[config.mk]
export PLATFORM = sky130hd
export DESIGN_NAME = bsg_tx_sequencer
export DESIGN_NICKNAME = d
export VERILOG_FILES = /design/src/rtl/bsg_tx_sequencer.sv
export SDC_FILE = /design/constraint.sdc
export NUM_CORES = 1
export LEC_CHECK = 0
export ABC_AREA = 1
export CORE_AREA = 8 8 63 65
export CTS_CLUSTER_SIZE = 25
export DETAILED_ROUTE_END_ITERATION = 12
export DIE_AREA = 0 0 71 73
export HOLD_SLACK_MARGIN = 0.12
export PLACE_DENSITY = 0.76
export SYNTH_ARGS = -nofsm -noshare
export SYNTH_HDL_FRONTEND = slang
export SYNTH_SLANG_ARGS = --single-unit
[constraint.sdc]
create_clock -name G_CLK_TX -period 1.55 [get_ports G_CLK_TX]
set_clock_uncertainty 0.05 [all_clocks]
set_input_delay 0.2325 -clock G_CLK_TX [delete_from_list [all_inputs] [get_ports G_CLK_TX]]
set_output_delay 0.2325 -clock G_CLK_TX [all_outputs]
set_load 0.005 [all_outputs]
[src/rtl/bsg_tx_sequencer.sv]
// Transmit sequencer: two-slot ping-pong buffer drained in strict slot order to the modulator.
// Optional handshake counter port tx_count is built only when BSG_TX_CNT_EN is defined.
module bsg_tx_sequencer #(
  parameter int DATA_W = 8
`ifdef BSG_TX_CNT_EN
  , parameter int COUNT_W = 16
`endif
) (
  input  logic              G_CLK_TX,
  input  logic              reset,
  input  logic              tx_enable,
  input  logic              int_mask,
  input  logic              int_clear,
  input  logic              wr_en,
  input  logic              wr_sel,
  input  logic [DATA_W-1:0] wr_data,
  output logic [1:0]        slot_free,
  output logic [DATA_W-1:0] mod_data,
  output logic              mod_valid,
  input  logic              mod_ready,
  output logic              int_flag,
  output logic              irq,
  output logic              status,
  output logic              overrun
`ifdef BSG_TX_CNT_EN
  , output logic [COUNT_W-1:0] tx_count
`endif
);

  typedef enum logic {IDLE, SEND} state_t;

  state_t            state;
  logic [DATA_W-1:0] slot_data [2];
  logic [1:0]        full;
  logic [1:0]        full_nxt;
  logic              ptr;
  logic              handshake;
  logic              wr_accept;
  logic              wr_reject;

  assign handshake = mod_valid & mod_ready;
  assign wr_accept = wr_en & ~full[wr_sel];
  assign wr_reject = wr_en & full[wr_sel];

  // A slot being drained this cycle is still seen as full by a same-cycle write.
  always_comb begin
    full_nxt = full;
    if (handshake) full_nxt[ptr] = 1'b0;
    if (wr_accept) full_nxt[wr_sel] = 1'b1;
  end

  always_ff @(posedge G_CLK_TX or posedge reset) begin
    if (reset) begin
      slot_data[0] <= '0;
      slot_data[1] <= '0;
    end else if (wr_accept) begin
      slot_data[wr_sel] <= wr_data;
    end
  end

  always_ff @(posedge G_CLK_TX or posedge reset) begin
    if (reset) begin
      state     <= IDLE;
      ptr       <= 1'b0;
      full      <= 2'b00;
      mod_data  <= '0;
      mod_valid <= 1'b0;
      int_flag  <= 1'b0;
      overrun   <= 1'b0;
    end else begin
      full <= full_nxt;

      case (state)
        IDLE: begin
          if (tx_enable && full[ptr]) begin
            mod_data  <= slot_data[ptr];
            mod_valid <= 1'b1;
            state     <= SEND;
          end
        end
        SEND: begin
          // Once presented, a word is held until accepted; tx_enable only gates the next one.
          if (handshake) begin
            ptr <= ~ptr;
            if (tx_enable && full[~ptr]) begin
              mod_data <= slot_data[~ptr];
            end else begin
              mod_valid <= 1'b0;
              state     <= IDLE;
            end
          end
        end
        default: begin
          mod_valid <= 1'b0;
          state     <= IDLE;
        end
      endcase

      if (handshake && (full_nxt == 2'b00)) int_flag <= 1'b1;
      else if (int_clear)                   int_flag <= 1'b0;

      if (wr_reject)      overrun <= 1'b1;
      else if (int_clear) overrun <= 1'b0;
    end
  end

`ifdef BSG_TX_CNT_EN
  always_ff @(posedge G_CLK_TX or posedge reset) begin
    if (reset)          tx_count <= '0;
    else if (handshake) tx_count <= tx_count + COUNT_W'(1);
  end
`endif

  assign slot_free = ~full;
  assign irq       = int_flag & ~int_mask;
  assign status    = (state == SEND) | ~&slot_free;

endmodule

==> results of run 1 <==
## cell families after synthesis
logic type,synth area share (%)
AO/OA/AOI/OAI,6.714
XOR/XNOR,0.6185
buffers and inverters,6.007
flip-flops,54.77
AND/OR/NAND/NOR,31.89
## repair_timing
action | 4_1_cts | 5_1_grt
resized for setup | 7 | 1
hold buffers | 0 | 0
setup buffers | 4 | 1
setup endpoints to repair | 4 | 1
## worst paths after layout
path                        startpoint      endpoint  slack, ns  cells past startpoint
setup / recovery             mod_valid     mod_valid       0.05                      1
hold / removal                   reset  slot_data[0]       0.22                      3
min in group G_CLK_TX       wr_data[6]  slot_data[6]       0.40                      3
setup reg to reg                 state   mod_data[7]       0.20                      7
hold reg to reg            mod_data[4]   mod_data[4]       0.43                      2
max in group asynchronous        reset         state       0.93                      3
## registers in the layout (all words and copies together), names as in the netlist
register,count
slot_data,16
mod_data,8
full,2
int_flag,1
mod_valid,1
overrun,1
ptr,1
state,1
## per-layer routing
| layer | GRT usage [%] | vias to the layer above | wire, um |
|---|---|---|---|
| li1 | - | 622 | - |
| met4 | 7.621 | 0 | 90 |
| met2 | 23.27 | 20 | 1604 |
| met3 | 3.984 | 10 | 117 |
| met1 | 14.29 | 568 | 1395 |
| met5 | 0 | - | 0 |
## cells in the final DEF, fill, tap and decap left out, drive strengths merged
| cell type | synthesis | final |
|---|---|---|
| clkdlybuf4s50 | 0 | 25 |
| xor2 | 1 | 1 |
| nand2 | 69 | 69 |
| clkinv | 0 | 1 |
| dlymetal6s2s | 0 | 1 |
| buf | 2 | 10 |
| o21ai | 19 | 19 |
| nand3b | 1 | 1 |
| nor2 | 4 | 4 |
| dlygate4sd2 | 0 | 4 |
| clkbuf | 0 | 7 |
| dfrtp | 31 | 31 |
| inv | 20 | 20 |
| nand3 | 23 | 23 |
## final cells by class
class | instances | area [um2] | share of cell area, %
sequential | 31 | 777.0 | 40.96
multi-input combinational | 117 | 555.5 | 29.29
timing repair buffer | 40 | 397.9 | 20.98
inverter | 20 | 75.07 | 3.958
clock buffer | 7 | 45.04 | 2.375
tap | 33 | 41.29 | 2.177
clock inverter | 1 | 5.005 | 0.2639
## power groups by stage
stage | combinational, mW | sequential [mW] | clock (mW)
finish | 1.71 | 1.42 | 0.442
global route | 1.92 | 1.46 | 0.489
CTS | 1.72 | 1.42 | 0.458
detailed placement | 1.64 | 1.44 | 0
global placement | 1.58 | 1.42 | 0
floorplan | 0.979 | 1.40 | 0
## synthesized netlist by cell type, drive strengths merged
cell type,number
nand3b,1
dfrtp,31
inv,20
buf,2
nor2,4
xor2,1
o21ai,19
nand2,69
nand3,23
## worst reg2reg max path, cell delays in order, from the launching register on
cell and delay (ns):
dfrtp_2 0.42, buf_4 0.15, nor2_1 0.19, nand3_4 0.10, nand2_4 0.13, nand2_4 0.09
nand2_1 0.07, nand2_1 0.05
## through the flow
step           instance area (um2)  std cells
3_5_place_dp                  1810        236
5_1_grt                       1897        249
6_report                      1897        249
4_1_cts                       1887        248
2_1_floorplan                 1416        170
3_3_place_gp                  1810        236
==> flow_summary.json, run 1 <==
{
  "outcome": "finished, final reports clean",
  "syn_avg_cell_area_um2": 8.332,
  "pwr-share-seq_pct": 39.8,
  "syn_nets": 186,
  "setup_viol": 0,
  "final_util_pct": 64.24,
  "comb_power_share_pct": 47.8,
  "clock-sinks": 31,
  "core_mm2": 0.002953,
  "hold_ws_ns": 0.2161,
  "diodes": 0,
  "clk_path_buf_depth": 2,
  "postRouteAntennaNets": 0,
  "synth_area_leaders": "dfrtp_1, nand2_1, nand3_1",
  "powerDensity_mw_per_mm2": 1880,
  "worst_setup_path_end_kind": "primary output",
  "cp_top_family": "buffers and inverters",
  "fin_ws_ns": 0.05084,
  "fp.dieH_um": 73,
  "wl_mm": 3.207,
  "num-nets-final": 231,
  "hp-class": "input pin to async pin",
  "power.switching_mw": 1.430,
  "grt-ovfl-total": 0,
  "max_clock_freq_ghz": 0.6670,
  "ys_seq_area_share_pct": 54.77,
  "root_buffer": "clkbuf_4",
  "clkLatencyLatePin_ns": 0.33,
  "initial_utilization_pct": 47.97,
  "ir_worst_vdd_uv": 829.3,
  "critical_path.max_fanout": 3,
  "arrival_ns": 1.22,
  "critPathKind": "register to primary output",
  "rows": 20,
  "ys_ff_latch": 31,
  "relSlewSlack_pct": 74.23,
  "p_clk_share_pct": 12.4,
  "post-route-min-period_ns": 1.499,
  "slowest_delay_ns": 0.51,
  "yosys_warnings": 0,
  "grt_pass1_wl_mm": 5.513,
  "synth_cell_types": 15,
  "vias": 1220,
  "cts_made_buffers": 5,
  "syn_area_mm2": 0.001416,
  "htree_levels": 2,
  "wl_per_cell_um": 12.88,
  "gp_congestion": 0.7615,
  "pre_cts_ws_ns": 0.02815,
  "port_buffers": 30,
  "rsz0062_at_grt": "false",
  "die_w_um": 71,
  "grt_pass1_vias": 1274,
  "syn_inst": 170,
  "start_kind": "register",
  "drv_slew": 0,
  "viasPerCell": 4.900,
  "setup_tns_ns": 0,
  "hold_viol_final": 0,
  "p_leak_nw": 1.017,
  "die_area_mm2": 0.005183,
  "p_int_mw": 2.137,
  "area_growth_pct": 33.92,
  "critPathRequiredTime_ns": 1.27,
  "drive_above_1_share_pct": 13.89,
  "drc": 0,
  "fillers": 264,
  "worst_pin_slew_ns": 0.3865,
  "drtIter0Drc": 69,
  "finalCritPeriodShare_pct": 96.72,
  "drv_cap": 0,
  "crit_buf_inv": 1,
  "crit_slowest_cell": "clkdlybuf4s50_1",
  "finalPower_mw": 3.567,
  "dp_hpwl_mm": 2.346,
  "dr.pass1.iters": 4,
  "path_cells": "clkdlybuf4s50_1",
  "grt_max_degree": 32,
  "swShare_pct": 40.08,
  "synth.largest_area_cell": "dfrtp_1",
  "antenna_found_initial": 0,
  "cts_tree": "yes",
  "pin_count": 31,
  "track_usage_pct": 13.43,
  "clk_pin_slew_ns": 0.09,
  "synth_top_cell_area_share_pct": 54.77
}
No activity file was read; power rests on OpenSTA's default activity.
==> inputs of run 2 (changes only) <==
--- a/config.mk
+++ b/config.mk
@@ -6,12 +6,14 @@
 export NUM_CORES = 1
 export LEC_CHECK = 0
 export ABC_AREA = 1
-export CORE_AREA = 8 8 63 65
+export CELL_PAD_IN_SITES_DETAIL_PLACEMENT = 1
+export CELL_PAD_IN_SITES_GLOBAL_PLACEMENT = 2
+export CORE_AREA = 8 8 79 81
 export CTS_CLUSTER_SIZE = 25
 export DETAILED_ROUTE_END_ITERATION = 12
-export DIE_AREA = 0 0 71 73
+export DIE_AREA = 0 0 87 89
 export HOLD_SLACK_MARGIN = 0.12
-export PLACE_DENSITY = 0.76
+export PLACE_DENSITY_LB_ADDON = 0.1
 export SYNTH_ARGS = -nofsm -noshare
 export SYNTH_HDL_FRONTEND = slang
 export SYNTH_SLANG_ARGS = --single-unit
==> run 2 against run 1 <==
Compared with the run above:
- hold slack better by 0.078 ns
- highest routed layer unchanged
- setup slack improved by 0.047 ns
- sequential power about the same
- die area grew 49%
- non-clock buffer count shrank 1
- global-route usage decreased by 2.5 points
- sequential share of layout area shrank 1.3 points
- critical path depth did not move
==> flow_summary.json, run 2 (synthesis results as in run 1) <==
{
  "drv_cap": 0,
  "ff2ff_setup_slack_ns": 0.17,
  "path_cells": "clkdlybuf4s50_1",
  "critPathKind": "register to primary output",
  "hold_ws_ns": 0.2944,
  "clock-sinks": 31,
  "core_mm2": 0.004977,
  "cts_tree": "yes",
  "largest_reg_flops": 16,
  "num-nets-final": 230,
  "worst_pin_slew_ns": 0.4077,
  "wl_mm": 3.785,
  "final_cell_mix": "nand2_1, dfrtp_1, clkdlybuf4s50_1",
  "fin_area_mm2": 0.001958,
  "drive_above_1_share_pct": 13.15,
  "critical_path.max_fanout": 3,
  "drtIter0Drc": 39,
  "grt_pass1_wl_mm": 6.534,
  "grt-ovfl-total": 0,
  "area_growth_pct": 38.25,
  "p_leak_nw": 1.011,
  "port_buffers": 30,
  "die_area_mm2": 0.007743,
  "grt_max_degree": 32,
  "cp_top_family": "buffers and inverters",
  "drc": 0,
  "fp.dieH_um": 89,
  "postCtsHoldBufs": 0,
  "critPathRequiredTime_ns": 1.27,
  "relSlewSlack_pct": 72.82,
  "antenna_found_initial": 0,
  "die_w_um": 87,
  "outcome": "finished, final reports clean",
  "pin_count": 31,
  "clk_path_buf_depth": 2,
  "arrival_ns": 1.17,
  "track_usage_pct": 10.95,
  "place_area_mm2": 0.001857,
  "finalCritPeriodShare_pct": 93.66,
  "postRouteAntennaNets": 0,
  "grt_pass1_vias": 1335,
  "dp_hpwl_mm": 2.812,
  "gp_congestion": 0.7376,
  "crit_buf_inv": 1,
  "setup_tns_ns": 0,
  "diodes": 0,
  "worst_setup_path_end_kind": "primary output",
  "initial_utilization_pct": 28.46,
  "slowest_delay_ns": 0.51,
  "hold_viol_final": 0,
  "hp-class": "input pin to async pin",
  "wl_per_cell_um": 13.37,
  "regMostFlops": "slot_data",
  "rsz0062_at_grt": "false",
  "crit_slowest_cell": "clkdlybuf4s50_1",
  "dr.pass1.iters": 4,
  "vias": 1216,
  "clk_pin_slew_ns": 0.06,
  "setup_viol": 0,
  "viasPerCell": 4.297,
  "root_buffer": "clkbuf_8",
  "fillers": 598,
  "rows": 26,
  "max_clock_freq_ghz": 0.6888,
  "start_kind": "register",
  "post-route-min-period_ns": 1.452,
  "clkLatencyLatePin_ns": 0.28,
  "top_regs": "slot_data x16, mod_data x8, full x2",
  "powerDensity_mw_per_mm2": 1903,
  "final_common_cell": "nand2_1",
  "fin_ws_ns": 0.09830,
  "htree_levels": 2,
  "pre_cts_ws_ns": -0.02115,
  "drv_slew": 0,
  "ir_worst_vdd_uv": 673.1,
  "cts_made_buffers": 5
}
run 2: cell count changes in the layout (fill, tap and decap cells not counted):
cell,delta
dfrtp_1,+1
clkbuf_8,+5
clkbuf_4,-5
clkdlybuf4s50_1,+1
clkbuf_1,-1
buf_4,-1
inv_1,-1
inv_2,+1
clkinv_2,-1
dlygate4sd2_1,-1
dfrtp_2,-1
run 2: area by class of cell:
type | count | area [um2] | area share [%]
Multi-Input combinational cell | 117 | 555.5 | 28.37
Inverter | 20 | 75.07 | 3.834
Clock buffer | 6 | 72.57 | 3.706
Timing Repair Buffer | 39 | 391.6 | 20.00
Tap cell | 70 | 87.58 | 4.473
Sequential cell | 31 | 775.7 | 39.62
run 2: through the flow:
step           power, mW  utilization, %  cells
6_report           3.726           39.34    283
5_1_grt            4.096           39.34    283
4_1_cts            3.778           39.14    282
3_5_place_dp       3.139           37.31    273
3_3_place_gp       3.062           37.31    273
2_1_floorplan      2.375               -    170
run 2: final timing paths:
kind	startpoint	endpoint	cells after the start
min in group G_CLK_TX	mod_data[7]	mod_data[7]	2
worst max-delay path	int_flag	int_flag	1
worst max register to register	state	mod_data[5]	7
worst min-delay path	reset	mod_data[3]	3
max in group asynchronous	reset	full[0]	3
worst min register to register	mod_data[7]	mod_data[7]	2
run 2: timing repair:
item,4_1_cts,5_1_grt
resized for setup,6,1
buffers inserted,3,1
endpoints found under the hold margin,0,0
setup endpoints to repair,4,1
run 2: power by group:
| group | internal [mW] | switching [mW] |
|---|---|---|
| Sequential | 1.19 | 0.231 |
| Clock | 0.299 | 0.287 |
| Combinational | 0.771 | 0.953 |
run 2: routing by layer:
layer,track usage (%),up-vias,share of wire [%]
met1,13.12,569,47
met2,17.77,21,46
met3,4.228,6,5.3
met5,0,-,0
li1,-,620,-
met4,3.286,0,1.1
==> inputs of run 3 (changes only) <==
--- a/config.mk
+++ b/config.mk
@@ -13,7 +13,9 @@
 export DETAILED_ROUTE_END_ITERATION = 12
 export DIE_AREA = 0 0 87 89
 export HOLD_SLACK_MARGIN = 0.12
-export PLACE_DENSITY_LB_ADDON = 0.1
+export PLACE_DENSITY_LB_ADDON = 0.12
+export SLEW_MARGIN = 20
 export SYNTH_ARGS = -nofsm -noshare
 export SYNTH_HDL_FRONTEND = slang
 export SYNTH_SLANG_ARGS = --single-unit
+export TNS_END_PERCENT = 1
==> run 3 against run 2 <==
Compared with the run above:
- sequential cell count is the same
- sequential share of layout area is 0.36 points higher
- routed wire length down 3.4%
- combinational power decreased by 3%
- final area fell by 0.89%
- clock power up 4.1%
- hold slack worse by 0.0093 ns
- critical endpoint unchanged
- largest cell class unchanged
==> flow_summary.json, run 3 (synthesis results as in run 1) <==
{
  "wl_mm": 3.658,
  "setup_viol": 0,
  "wl_per_cell_um": 12.97,
  "powerDensity_mw_per_mm2": 1901,
  "area_growth_pct": 37.01,
  "viasPerCell": 4.270,
  "final_util_pct": 38.99,
  "htree_levels": 2,
  "largest_reg_flops": 16,
  "drv_slew": 0,
  "cts_tree": "yes",
  "drv_cap": 0,
  "critical_path.max_fanout": 3,
  "r2r_end": "mod_data[4]",
  "worst_setup_path_end_kind": "primary output",
  "regMostFlops": "slot_data",
  "ff2ff_setup_slack_ns": 0.19,
  "cts_made_buffers": 5,
  "die_w_um": 87,
  "dr.pass1.iters": 4,
  "drc": 0,
  "clk_path_buf_depth": 2,
  "start_kind": "register",
  "clock-sinks": 31,
  "gp_congestion": 0.7274,
  "cp_top_family": "buffers and inverters",
  "clk_pin_slew_ns": 0.06,
  "rows": 26,
  "crit_slowest_cell": "clkdlybuf4s50_1",
  "initial_utilization_pct": 28.46,
  "grt_pass1_wl_mm": 6.265,
  "slowest_delay_ns": 0.51,
  "crit_path_end": "int_flag",
  "critPathKind": "register to primary output",
  "antenna_found_initial": 0,
  "r2r_start": "state",
  "port_buffers": 30,
  "rsz0062_at_grt": "false",
  "dp_hpwl_mm": 2.764,
  "diodes": 0,
  "clkLatencyLatePin_ns": 0.29,
  "hold_viol_final": 0,
  "p_leak_nw": 0.9936,
  "hp-class": "input pin to async pin",
  "crit_buf_inv": 1,
  "ir_worst_vdd_uv": 623.1,
  "grt-ovfl-total": 0,
  "critPathLaunch": "int_flag",
  "pre_cts_ws_ns": -0.006803,
  "die_area_mm2": 0.007743,
  "final_cell_mix": "nand2_1, dfrtp_1, clkdlybuf4s50_1",
  "grt_max_degree": 32,
  "final_common_cell": "nand2_1",
  "reg2regPathDepth": 7,
  "max_clock_freq_ghz": 0.6901,
  "relSlewSlack_pct": 74.02,
  "pin_count": 31,
  "fp.dieH_um": 89,
  "place_inst": 273,
  "fin_ws_ns": 0.1009,
  "grt_pass1_vias": 1314,
  "vias": 1204,
  "postRouteAntennaNets": 0,
  "track_usage_pct": 10.52,
  "final_cells": 282,
  "path_cells": "clkdlybuf4s50_1",
  "drive_above_1_share_pct": 12.26,
  "core_mm2": 0.004977,
  "outcome": "finished, final reports clean",
  "critPathRequiredTime_ns": 1.27,
  "worst_pin_slew_ns": 0.3897,
  "finalCritPeriodShare_pct": 93.49,
  "post-route-min-period_ns": 1.449,
  "num-nets-final": 227,
  "root_buffer": "clkbuf_8",
  "path_depth": 1,
  "top_regs": "slot_data x16, mod_data x8, full x2",
  "drtIter0Drc": 74,
  "arrival_ns": 1.17
}
-- run 3: changes by cell type in the layout (fill, tap and decap cells not counted) --
cell            before  now
buf_4                7    4
dlymetal6s2s_1       1    0
dlygate4sd2_1        3    4
clkinv_2             0    1
clkbuf_1             1    2
-- run 3: how the worst min path moves through the flow --
stage                start     endpoint  slack, ns
2_1_floorplan        reset      full[0]       0.29
3_3_place_gp   mod_data[2]  mod_data[2]       0.41
3_5_place_dp   mod_data[5]  mod_data[5]       0.42
4_1_cts              reset      full[1]       0.31
5_1_grt              reset  mod_data[6]       0.33
6_report             reset  mod_data[4]       0.29
-- run 3: final cells by class --
type | count | area [um2]
multi-input combinational | 117 | 555.5
tap | 70 | 87.58
timing repair buffer | 36 | 365.4
fill | 611 | 3037
sequential | 31 | 775.7
inverter | 20 | 75.07
clock buffer | 7 | 76.32
clock inverter | 1 | 5.005
-- run 3: report_power, final --
group	switching (mW)	internal, mW
clock network	0.296	0.314
logic	0.942	0.720
registers	0.232	1.19
total	1.47	2.22
-- run 3: what timing repair did --
item	4_1_cts	5_1_grt
resized for setup	7	0
endpoints found under the setup margin	4	0
buffers inserted	1	0
hold buffers	0	0
-- run 3: metal layers --
layer / up-vias / wire length (um) / global-route usage, % / part of all wire (%)
met1: 558 / 1690 / 12.12 / 46
li1: 618 / - / - / -
met5: - / 0 / 0 / 0
met3: 6 / 237 / 4.320 / 6.5
met4: 0 / 48 / 3.286 / 1.3
met2: 22 / 1681 / 17.42 / 46
-- run 3: per-stage QoR --
step	TNS [ns]	hold WS (ns)	power, mW	area (um2)
CTS	0	0.3058	3.765	1941
global placement	0	0.4075	3.069	1857
finish	0	0.2851	3.690	1941
detailed placement	-0.01760	0.4175	3.134	1857
global route	0	0.3296	4.032	1941
floorplan	0	0.2860	2.375	1416
